--- src/rtl/fetch_pkg.sv ---
// Shared types for the fetch stage. FAULT state exists only when
// FETCH_ALIGN_CHECK_EN is defined.
package fetch_pkg;

  localparam int INSTR_BYTES = 4;

`ifdef FETCH_ALIGN_CHECK_EN
  typedef enum logic [1:0] {
    IDLE  = 2'd0,
    RUN   = 2'd1,
    FAULT = 2'd2
  } fetch_state_e;
`else
  typedef enum logic [1:0] {
    IDLE = 2'd0,
    RUN  = 2'd1
  } fetch_state_e;
`endif

  typedef struct packed {
    logic [31:0] pc;
    logic [31:0] instr;
  } fetch_entry_t;

endpackage

--- src/rtl/fetch_fifo.sv ---
// Synchronous instruction buffer of fetch_entry_t with flush. The head entry is
// read straight from storage so decode sees it with no added latency.
module fetch_fifo
  import fetch_pkg::*;
#(
  parameter int DEPTH = 4,
  localparam int AW = $clog2(DEPTH),
  localparam int CW = AW + 1
) (
  input  logic         clk,
  input  logic         rst_n,
  input  logic         flush_i,
  input  logic         push_i,
  input  fetch_entry_t data_i,
  input  logic         pop_i,
  output fetch_entry_t data_o,
  output logic         valid_o,
  output logic [CW-1:0] count_o
);

  fetch_entry_t  mem_q [DEPTH];
  logic [AW-1:0] wrPtr_q, rdPtr_q;
  logic [CW-1:0] count_q, count_d;
  logic          doPop, full;

  always_comb begin
    valid_o = (count_q != '0);
    full    = (count_q == CW'(DEPTH));
    doPop   = pop_i && valid_o;
    count_d = count_q + CW'(push_i) - CW'(doPop);
    data_o  = valid_o ? mem_q[rdPtr_q] : '0;
    count_o = count_q;
  end

  always_ff @(posedge clk or negedge rst_n) begin
    if (!rst_n) begin
      for (int i = 0; i < DEPTH; i++) mem_q[i] <= '0;
      wrPtr_q <= '0;
      rdPtr_q <= '0;
      count_q <= '0;
    end else if (flush_i) begin
      wrPtr_q <= '0;
      rdPtr_q <= '0;
      count_q <= '0;
    end else begin
      if (push_i) begin
        mem_q[wrPtr_q] <= data_i;
        wrPtr_q        <= wrPtr_q + 1'b1;
      end
      if (doPop) rdPtr_q <= rdPtr_q + 1'b1;
      count_q <= count_d;
    end
  end

  // The upstream credit limit must make this impossible.
  noOverflow: assert property (@(posedge clk) disable iff (!rst_n)
    !(push_i && !flush_i && full && !doPop));

endmodule

--- src/rtl/fetch_unit.sv ---
// Instruction-fetch stage: owns the PC, issues credit-limited word requests and
// buffers returns for decode. FETCH_ALIGN_CHECK_EN adds a sticky misaligned-redirect fault.
module fetch_unit
  import fetch_pkg::*;
#(
  parameter logic [31:0] RESET_PC   = 32'h0000_0000,
  parameter int          FIFO_DEPTH = 4
) (
  input  logic        clk,
  input  logic        rst_n,
  output logic        imem_req_valid,
  input  logic        imem_req_ready,
  output logic [31:0] imem_req_addr,
  input  logic        imem_rsp_valid,
  input  logic [31:0] imem_rsp_data,
  output logic        inst_valid,
  input  logic        inst_ready,
  output logic [31:0] inst_data,
  output logic [31:0] inst_pc,
`ifdef FETCH_ALIGN_CHECK_EN
  output logic        fetch_fault,
`endif
  input  logic        redirect_valid,
  input  logic [31:0] redirect_pc
);

  localparam int CW = $clog2(FIFO_DEPTH) + 1;

  fetch_state_e  state_q, state_d;
  logic [31:0]   reqPc_q, reqPc_d, rspPc_q, rspPc_d, redirTarget;
  logic [CW-1:0] outstanding_q, outstanding_d, killCnt_q, killCnt_d, fifoCount;
  logic [CW:0]   inFlight;
  logic          reqFire, rspKeep, fifoPop;
  fetch_entry_t  pushEntry, headEntry;

  always_comb begin
    redirTarget    = redirect_pc & ~32'(INSTR_BYTES - 1);
    inFlight       = {1'b0, outstanding_q} + {1'b0, fifoCount};
    imem_req_valid = (state_q == RUN) && !redirect_valid
                     && (inFlight < (CW+1)'(FIFO_DEPTH));
    imem_req_addr  = reqPc_q;
    reqFire        = imem_req_valid && imem_req_ready;
    // Responses still owed to a flushed path are consumed by killCnt, never buffered.
    rspKeep        = imem_rsp_valid && (killCnt_q == '0) && !redirect_valid;
    fifoPop        = inst_valid && inst_ready && !redirect_valid;
    pushEntry      = '{pc: rspPc_q, instr: imem_rsp_data};
    inst_data      = headEntry.instr;
    inst_pc        = headEntry.pc;
  end

  always_comb begin
    state_d       = state_q;
    reqPc_d       = reqPc_q;
    rspPc_d       = rspPc_q;
    killCnt_d     = killCnt_q;
    outstanding_d = outstanding_q + CW'(reqFire) - CW'(imem_rsp_valid);
    case (state_q)
      IDLE:    state_d = RUN;
      default: state_d = state_q;
    endcase
    if (reqFire) reqPc_d = reqPc_q + 32'(INSTR_BYTES);
    if (rspKeep) rspPc_d = rspPc_q + 32'(INSTR_BYTES);
    if (imem_rsp_valid && (killCnt_q != '0)) killCnt_d = killCnt_q - 1'b1;
    if (redirect_valid) begin
      reqPc_d   = redirTarget;
      rspPc_d   = redirTarget;
      killCnt_d = outstanding_q - CW'(imem_rsp_valid);
`ifdef FETCH_ALIGN_CHECK_EN
      if (redirect_pc[1:0] != 2'b00) state_d = FAULT;
`endif
    end
  end

  always_ff @(posedge clk or negedge rst_n) begin
    if (!rst_n) begin
      state_q       <= IDLE;
      reqPc_q       <= RESET_PC;
      rspPc_q       <= RESET_PC;
      outstanding_q <= '0;
      killCnt_q     <= '0;
    end else begin
      state_q       <= state_d;
      reqPc_q       <= reqPc_d;
      rspPc_q       <= rspPc_d;
      outstanding_q <= outstanding_d;
      killCnt_q     <= killCnt_d;
    end
  end

`ifdef FETCH_ALIGN_CHECK_EN
  assign fetch_fault = (state_q == FAULT);
`endif

  fetch_fifo #(.DEPTH(FIFO_DEPTH)) u_fifo (
    .clk     (clk),
    .rst_n   (rst_n),
    .flush_i (redirect_valid),
    .push_i  (rspKeep),
    .data_i  (pushEntry),
    .pop_i   (fifoPop),
    .data_o  (headEntry),
    .valid_o (inst_valid),
    .count_o (fifoCount)
  );

endmodule

--- config.mk ---
export PLATFORM = sky130hd
export DESIGN_NAME = fetch_unit
export DESIGN_NICKNAME = d
export VERILOG_FILES = /design/src/rtl/fetch_pkg.sv /design/src/rtl/fetch_fifo.sv /design/src/rtl/fetch_unit.sv
export SDC_FILE = /design/constraint.sdc
export NUM_CORES = 1
export LEC_CHECK = 0
export BUFFER_PORTS_ARGS = -buffer_cell sky130_fd_sc_hd__buf_4
export CAP_MARGIN = 20
export CELL_PAD_IN_SITES_DETAIL_PLACEMENT = 0
export CELL_PAD_IN_SITES_GLOBAL_PLACEMENT = 2
export CORE_MARGIN = 10
export CORE_UTILIZATION = 43
export CTS_CLUSTER_DIAMETER = 80
export DETAILED_ROUTE_END_ITERATION = 6
export PLACE_DENSITY = 0.89
export SYNTH_ARGS = -nofsm -noshare
export SYNTH_HDL_FRONTEND = slang
export SYNTH_SLANG_ARGS = --single-unit
export TNS_END_PERCENT = 5
--- constraint.sdc ---
create_clock -name clk -period 5.3 [get_ports clk]
set_input_delay 0.265 -clock clk [delete_from_list [all_inputs] [get_ports clk]]
set_output_delay 0.265 -clock clk [all_outputs]
set_load 0.02 [all_outputs]
==> impl_summary.txt, run 1 <==
----------------------------------------------------
[Logic synthesis]
  Dominant synthesized flop cell ... dfrtp_1
  Total standard cell area after synthesis ... 0.0154 mm^2
  Xor/xnor share of the synthesized area ... 0.0238
  Proportion of synthesized area in mux cells ... 0.268
  Distinct cells, synth ... 60
  Number of enable-type register cells in the synthesized netlist ... 0
  Adder-Cell Fraction of Synth Area ... 0.0156
  YS warnings ... 0
  Simple-gate share of the synthesized area ... 0.0995
  Fraction of synthesized cell area taken by the top area cell type ... 0.522
  Sequential area share after synthesis ... 0.522
  Cell with the most instances after synthesis ... dfrtp_1
  Top cell type by total area after synthesis ... dfrtp_1
  Average cell area after synthesis ... 13.4 um^2
  Ranking of synthesized cells by instance count ... 322 x dfrtp_1, 240 x mux2_2, 73 x nand2_1
  Share of flip-flops with an asynchronous set or reset after synthesis ... 1.00
  Total of flip-flops plus latches after synthesis ... 322
  Largest family of logic cells by synthesized area ... multiplexers
  Number of standard cells after synthesis ... 1,154
  Top cells by area, synth ... dfrtp_1 52%, mux2_2 18%, mux4_2 9.0%
  Area fraction in compound gates after synthesis ... 0.0397

[Routing]
  Starting DRC count in detailed routing ... 508
  Via density per instance ... 5.46
  Antenna Violating Nets Remaining ... 0
  Final routed DRC violation total ... 0
  Via Count ... 9,932
  Drt pass-1 iters ... 4
  WL/cell ... 20.2 um
  Sum of routed wire length over all layers ... 36,700 um

[Worst setup path]
  Worst reg2reg path endpoint ... outstanding_q[2]
  Crit path kind ... reg2out
  Largest fanout on the critical path ... 38
  Arrival @ worst endpoint ... 2.89 ns
  Worst Setup End Kind ... output pin
  Setup slack, reg-to-reg ... 2.34 ns
  Worst Reg2Reg Path Length in Cells ... 12
  Reg2Reg Launch Point ... outstanding_q[1]
  Type of element launching the critical path ... flip-flop
  Required time of the critical path ... 5.04 ns

[Floorplanning]
  FP Rows ... 69
  Die extent in x ... 209 um
  Full die area ... 0.0439 mm^2
  # IOs ... 168
  Starting Density ... 0.435
  Die boundary height ... 209 um
  Core Box Area ... 0.0355 mm^2

[GRT]
  First-pass GRT wire length ... 59,300 um
  Initial antenna violation count ... 0
  Overflow left after global routing ... 0
  Maximum number of pins on one net before global-route repair ... 134
  GRT Total Usage ... 0.165
  Via count of the first global-routing pass ... 10,700

[Timing]
  Number of hold violations in the final report ... 0
  Final setup fails ... 0
  Transition time of the tightest slew-check pin ... 1.12 ns
  Minimum hold slack ... 0.0189 ns
  Time the final worst path needs with I/O delays and setup ... 3.15 ns
  Final Slew Violations ... 0
  Final worst clock skew ... 0.0201 ns
  Maximum frequency from static timing analysis ... 0.317 GHz
  Final sum of negative setup slack ... 0 ns
  Final period utilization ... 0.595
  Relative slew slack ... 0.256
  Unrepaired setup endpoints after global routing ... false
  Final Worst Setup Slack ... 2.15 ns

[Worst hold path]
  Hold path endpoint ... imem_req_addr[25]
  Path class of the lowest-slack min-delay path ... in2reg
  Start point of the worst hold path ... redirect_pc[25]
  Hold Path Stages ... 3

[Power and ir drop]
  Overall power ... 8.63 mW
  Portion of total power attributed to combinational logic ... 0.303
  Psw ... 2.64 mW
  Clk pwr share ... 0.297
  Internal power consumption ... 5.99 mW
  Power Density ... 464 mW/mm^2
  IR Drop Worst-Case VDD ... 0.315 mV
  Leakage power of the design ... 8.65 nW
  Proportion of power drawn by flip-flops and latches ... 0.401
  Switching power as a share of total power ... 0.306

[Flow run]
  # Max-Cap Violations ... 0

[Cells and area]
  Share of cells above drive strength 1 ... 0.419
  Share of the core filled with cells ... 0.524
  Area growth from synthesis to layout ... 20.4%
  Non-filler instance count after layout ... 1,820
  Count of inserted antenna diode cells ... 0
  Number of nets in the layout ... 1,419
  Final standard cell area without fillers ... 0.0186 mm^2

[Place]
  Placed cell areas ... 0.0170 mm^2
  Dpl cells ... 1,717
  HPWL after detailed placement ... 23,700 um
  Number of input and output port buffers inserted ... 161
  Worst slack, placed ... 2.35 ns
  Routability congestion estimate from global placement ... 0.792

[Clock network]
  Clock Sink Count ... 322
  Clock tree root buffer cell ... clkbuf_16
  Skew-Pair Late Insertion Delay ... 0.52 ns
  Number of setup buffers added after CTS ... 0
  Inserted Clock Buffers ... 38
  Clk slew on worst S/H paths ... 0.06 ns
  CTS tree ... yes
  Maximum root-to-sink buffer count ... 3
  CTS H-tree lvls ... 2

[Run status]
  Run status ... finished clean

----------------------------------------------------
[power groups by stage]
stage,logic (mW),registers (mW),clock network (mW)
floorplan,1.86,3.32,0
global placement,2.60,3.45,0
detailed placement,2.64,3.49,0
CTS,2.67,3.46,2.63
global route,2.86,3.54,2.73
finish,2.61,3.46,2.56
[kinds of logic (layout without fill, tap and decap cells)]
group | after synthesis | count (layout)
xor gates and xnor gates | 42 | 42
and+or+nand+nor | 267 | 267
buffers and inverters | 99 | 301
adders and majority gates | 18 | 18
muxes | 305 | 305
DFF | 322 | 322
other | 2 | 5
AOI/OAI and AO/OA | 99 | 99
[worst max-delay path: stages, from the launching register on]
cell	delay, ns
dfrtp_2	1.11
buf_4	0.52
mux4_2	0.37
and2_1	0.20
buf_4	0.16
[sequential cells by signal, indices dropped and copies added (netlist names)]
register	cells
u_fifo.mem_q	248
killCnt_q	3
outstanding_q	3
rspPc_q	30
u_fifo.count_o	3
state_q	1
u_fifo.wrPtr_q	2
u_fifo.rdPtr_q	2
imem_req_addr	30
[worst max-delay path by stage]
stage	slack, ns	cells past startpoint	from	endpoint
after floorplan	2.71	13	outstanding_q[1]	outstanding_q[2]
after global placement	2.36	12	outstanding_q[1]	outstanding_q[2]
after detailed placement	2.35	12	outstanding_q[1]	outstanding_q[2]
after CTS	2.15	4	u_fifo.rdPtr_q[1]	inst_data[29]
after global routing	2.07	4	u_fifo.rdPtr_q[1]	inst_data[29]
final	2.15	4	u_fifo.rdPtr_q[1]	inst_data[29]
[cell usage in the layout (no fill, tap or decap), types with 9 or more instances in the layout]
cell / n
and2_1: 64
and3_1: 12
buf_4: 175
clkbuf_16: 39
clkbuf_8: 11
dfrtp_1: 320
dlygate4sd3_1: 35
ha_1: 16
inv_1: 19
mux2_2: 240
mux4_2: 62
nand2_1: 70
nand3_1: 24
nand4_1: 23
nor2_1: 21
nor3_1: 10
o211ai_1: 9
o21ai_0: 45
o311ai_0: 12
xnor2_1: 23
xor2_1: 19
[metal layers]
layer	part of all wire	wire length (um)	GRT usage
met1	0.45	16700	0.218
met2	0.47	17300	0.267
met3	0.057	2090	0.0407
met4	0.020	726	0.0424
met5	0	0	0
[what timing repair did]
action                                 CTS  global route
resized for setup                        0             0
hold buffers                            35             0
setup endpoints to repair                0             0
endpoints found under the hold margin  170             0
[final cells by class]
cell class,count,area [um^2]
Inverter,21,78.8
Fill cell,3037,16900
Sequential cell,322,8060
Multi-Input combinational cell,736,6910
Tap cell,461,577
Clock buffer,55,1150
Timing Repair Buffer,212,1700
Clock inverter,13,106
No activity file was read; power rests on OpenSTA's default activity.
==> inputs of run 2 (changes only) <==
Settings changed: ABC_AREA set to 1, CORE_UTILIZATION 43 to 31, PLACE_DENSITY 0.89 to 0.81.
Clock period 5.3 ns to 2.8 ns, I/O delays scaled along.
==> run 2 against run 1 <==
Net effect: sequential share of layout area is 2.8 points lower; final cell count is 63% higher; synthesized cell count rose by 80%; setup slack lost 1.9 ns; routed wire length is 38% higher; hold slack improved by 0.013 ns; critical path depth up 1; die area grew 40%; clock skew decreased by 0.0029 ns; sequential power rose by 86%; via count up 43%; design area grew 7.0%; critical path type unchanged.
==> impl_summary.txt, run 2 <==
----------------------------------------------------
[Run status]
  Run status ... finished clean

[Timing]
  Final Worst Setup Slack ... 0.205 ns
  Final worst clock skew ... 0.0173 ns
  Unrepaired setup endpoints after global routing ... false
  Final period utilization ... 0.927
  Final sum of negative setup slack ... 0 ns
  Final setup fails ... 0
  Number of hold violations in the final report ... 0
  Relative slew slack ... 0.455
  Transition time of the tightest slew-check pin ... 0.818 ns
  Final Slew Violations ... 0
  Time the final worst path needs with I/O delays and setup ... 2.59 ns
  Maximum frequency from static timing analysis ... 0.385 GHz

[Worst hold path]
  Path class of the lowest-slack min-delay path ... in2reg
  Start point of the worst hold path ... inst_ready

[Logic synthesis]
  YS warnings ... 0
  Total of flip-flops plus latches after synthesis ... 322
  Total standard cell area after synthesis ... 0.0161 mm^2
  Dominant synthesized flop cell ... dfrtp_1
  Ranking of synthesized cells by instance count ... 511 x nand2_1, 341 x nor2_1, 322 x dfrtp_1
  Cell with the most instances after synthesis ... nand2_1
  Sequential area share after synthesis ... 0.502
  Average cell area after synthesis ... 7.74 um^2
  Share of flip-flops with an asynchronous set or reset after synthesis ... 1.00
  Top cells by area, synth ... dfrtp_1 50%, nand2_1 12%, nor2_1 8.0%
  Top cell type by total area after synthesis ... dfrtp_1
  Number of enable-type register cells in the synthesized netlist ... 0
  Distinct cells, synth ... 37
  Number of standard cells after synthesis ... 2,075
  Fraction of synthesized cell area taken by the top area cell type ... 0.502

[Cells and area]
  Number of nets in the layout ... 2,345
  Flip-flop count of the largest register after layout ... 248
  Area growth from synthesis to layout ... 23.8%
  Most common library cell in the layout ignoring fill and taps ... nand2_1
  Most used cells in the layout excluding fill and tap cells ... 511 x nand2_1, 341 x nor2_1, 320 x dfrtp_1, 224 x o21ai_0, 174 x o21ai_1
  # fillers ... 5,400
  Largest reg by FF count ... u_fifo.mem_q
  Share of cells above drive strength 1 ... 0.122
  Count of inserted antenna diode cells ... 0

[Routing]
  Sum of routed wire length over all layers ... 50,700 um
  Via density per instance ... 4.80
  Drt pass-1 iters ... 5
  WL/cell ... 17.1 um
  Antenna Violating Nets Remaining ... 0
  Starting DRC count in detailed routing ... 1,002
  Via Count ... 14,200
  Final routed DRC violation total ... 0

[Clock network]
  Inserted Clock Buffers ... 39
  Skew-Pair Late Insertion Delay ... 0.56 ns
  CTS H-tree lvls ... 2
  CTS tree ... yes
  Clk slew on worst S/H paths ... 0.06 ns
  Clock tree root buffer cell ... clkbuf_16
  Number of setup buffers added after CTS ... 0
  Clock Sink Count ... 322
  Maximum root-to-sink buffer count ... 3

[Floorplanning]
  Full die area ... 0.0613 mm^2
  Die boundary height ... 248 um
  FP Rows ... 83
  # IOs ... 168
  Die extent in x ... 248 um
  Core Box Area ... 0.0513 mm^2
  Starting Density ... 0.313

[Worst setup path]
  Largest fanout on the critical path ... 63
  Crit path from ... u_fifo.count_o[1]
  Type of element launching the critical path ... flip-flop
  Worst Setup End Kind ... output pin
  Required time of the critical path ... 2.66 ns
  Reg2Reg Launch Point ... outstanding_q[2]
  Arrival @ worst endpoint ... 2.45 ns
  Crit path kind ... reg2out

[Power and ir drop]
  Overall power ... 17.9 mW
  Power Density ... 902 mW/mm^2
  IR Drop Worst-Case VDD ... 0.614 mV
  Leakage power of the design ... 9.24 nW

[Place]
  Number of input and output port buffers inserted ... 161
  Worst slack, placed ... 0.387 ns
  HPWL after detailed placement ... 32,200 um
  Routability congestion estimate from global placement ... 0.889

[GRT]
  Overflow left after global routing ... 0
  First-pass GRT wire length ... 80,900 um
  Maximum number of pins on one net before global-route repair ... 126
  GRT Total Usage ... 0.165
  Via count of the first global-routing pass ... 14,200
  Initial antenna violation count ... 0

[Flow run]
  # Max-Cap Violations ... 0

----------------------------------------------------
## run 2: cell type report
| class | instances | area, um^2 | area share |
|---|---|---|---|
| Inverter | 134 | 510 | 0.0257 |
| Multi-Input combinational cell | 1505 | 6840 | 0.344 |
| Timing Repair Buffer | 255 | 2300 | 0.116 |
| Sequential cell | 322 | 8060 | 0.406 |
| Clock buffer | 61 | 1190 | 0.0598 |
| Clock inverter | 7 | 128 | 0.00642 |
| Tap cell | 680 | 851 | 0.0428 |
## run 2: worst max-delay path: stages, from the launching register on
cell and delay [ns]:
dfrtp_1 0.42, or2_2 0.33, nor2_4 0.12, buf_6 0.53, a21oi_1 0.20, buf_4 0.22
## run 2: worst paths after layout
check / slack, ns / end / cells after the start
min reg2reg: 0.48 / u_fifo.mem_q[36] / 2
min: 0.03 / u_fifo.rdPtr_q[0] / 5
max in group asynchronous: 1.66 / u_fifo.mem_q[234] / 3
max: 0.21 / inst_pc[29] / 5
max reg2reg: 0.42 / outstanding_q[2] / 11
min in group asynchronous: 0.21 / u_fifo.mem_q[145] / 2
## run 2: routing by layer
layer | routed length [um] | vias up | GRT usage
li1 | - | 7073 | -
met1 | 23100 | 6754 | 0.221
met2 | 23600 | 338 | 0.268
met3 | 3020 | 71 | 0.0354
met4 | 991 | 0 | 0.0429
met5 | 0 | - | 0
## run 2: kinds of logic (layout without fill, tap and decap cells)
group | after synthesis | after routing | synth area share
AOI/OAI and AO/OA | 502 | 502 | 0.161
xor gates and xnor gates | 20 | 20 | 0.0109
adders and majority gates | 18 | 18 | 0.0150
buffers and inverters | 251 | 457 | 0.0734
DFF | 322 | 322 | 0.502
other | 2 | 5 | 0.000468
and+or+nand+nor | 960 | 960 | 0.237
## run 2: per-stage QoR
stage,hold WS (ns),std cells,cell area (um^2),utilization
6_report,0.0314,2964,19900,0.388
3_3_place_gp,0.236,2832,17900,0.349
2_1_floorplan,-0.156,2078,16100,-
4_1_cts,0.00678,2964,19900,0.388
5_1_grt,0.0387,2964,19900,0.388
3_5_place_dp,0.237,2832,17900,0.349
## run 2: what timing repair did
action	4_1_cts	5_1_grt
gates resized for setup	1	0
hold buffers	64	0
endpoints found under the hold margin	267	0
setup endpoints to repair	10	0
## run 2: power breakdown
| part | leakage, nW | internal [mW] | switching [mW] |
|---|---|---|---|
| registers | 4.26 | 5.73 | 0.699 |
| logic | 4.33 | 2.28 | 4.03 |
| clock network | 0.642 | 3.19 | 2.01 |
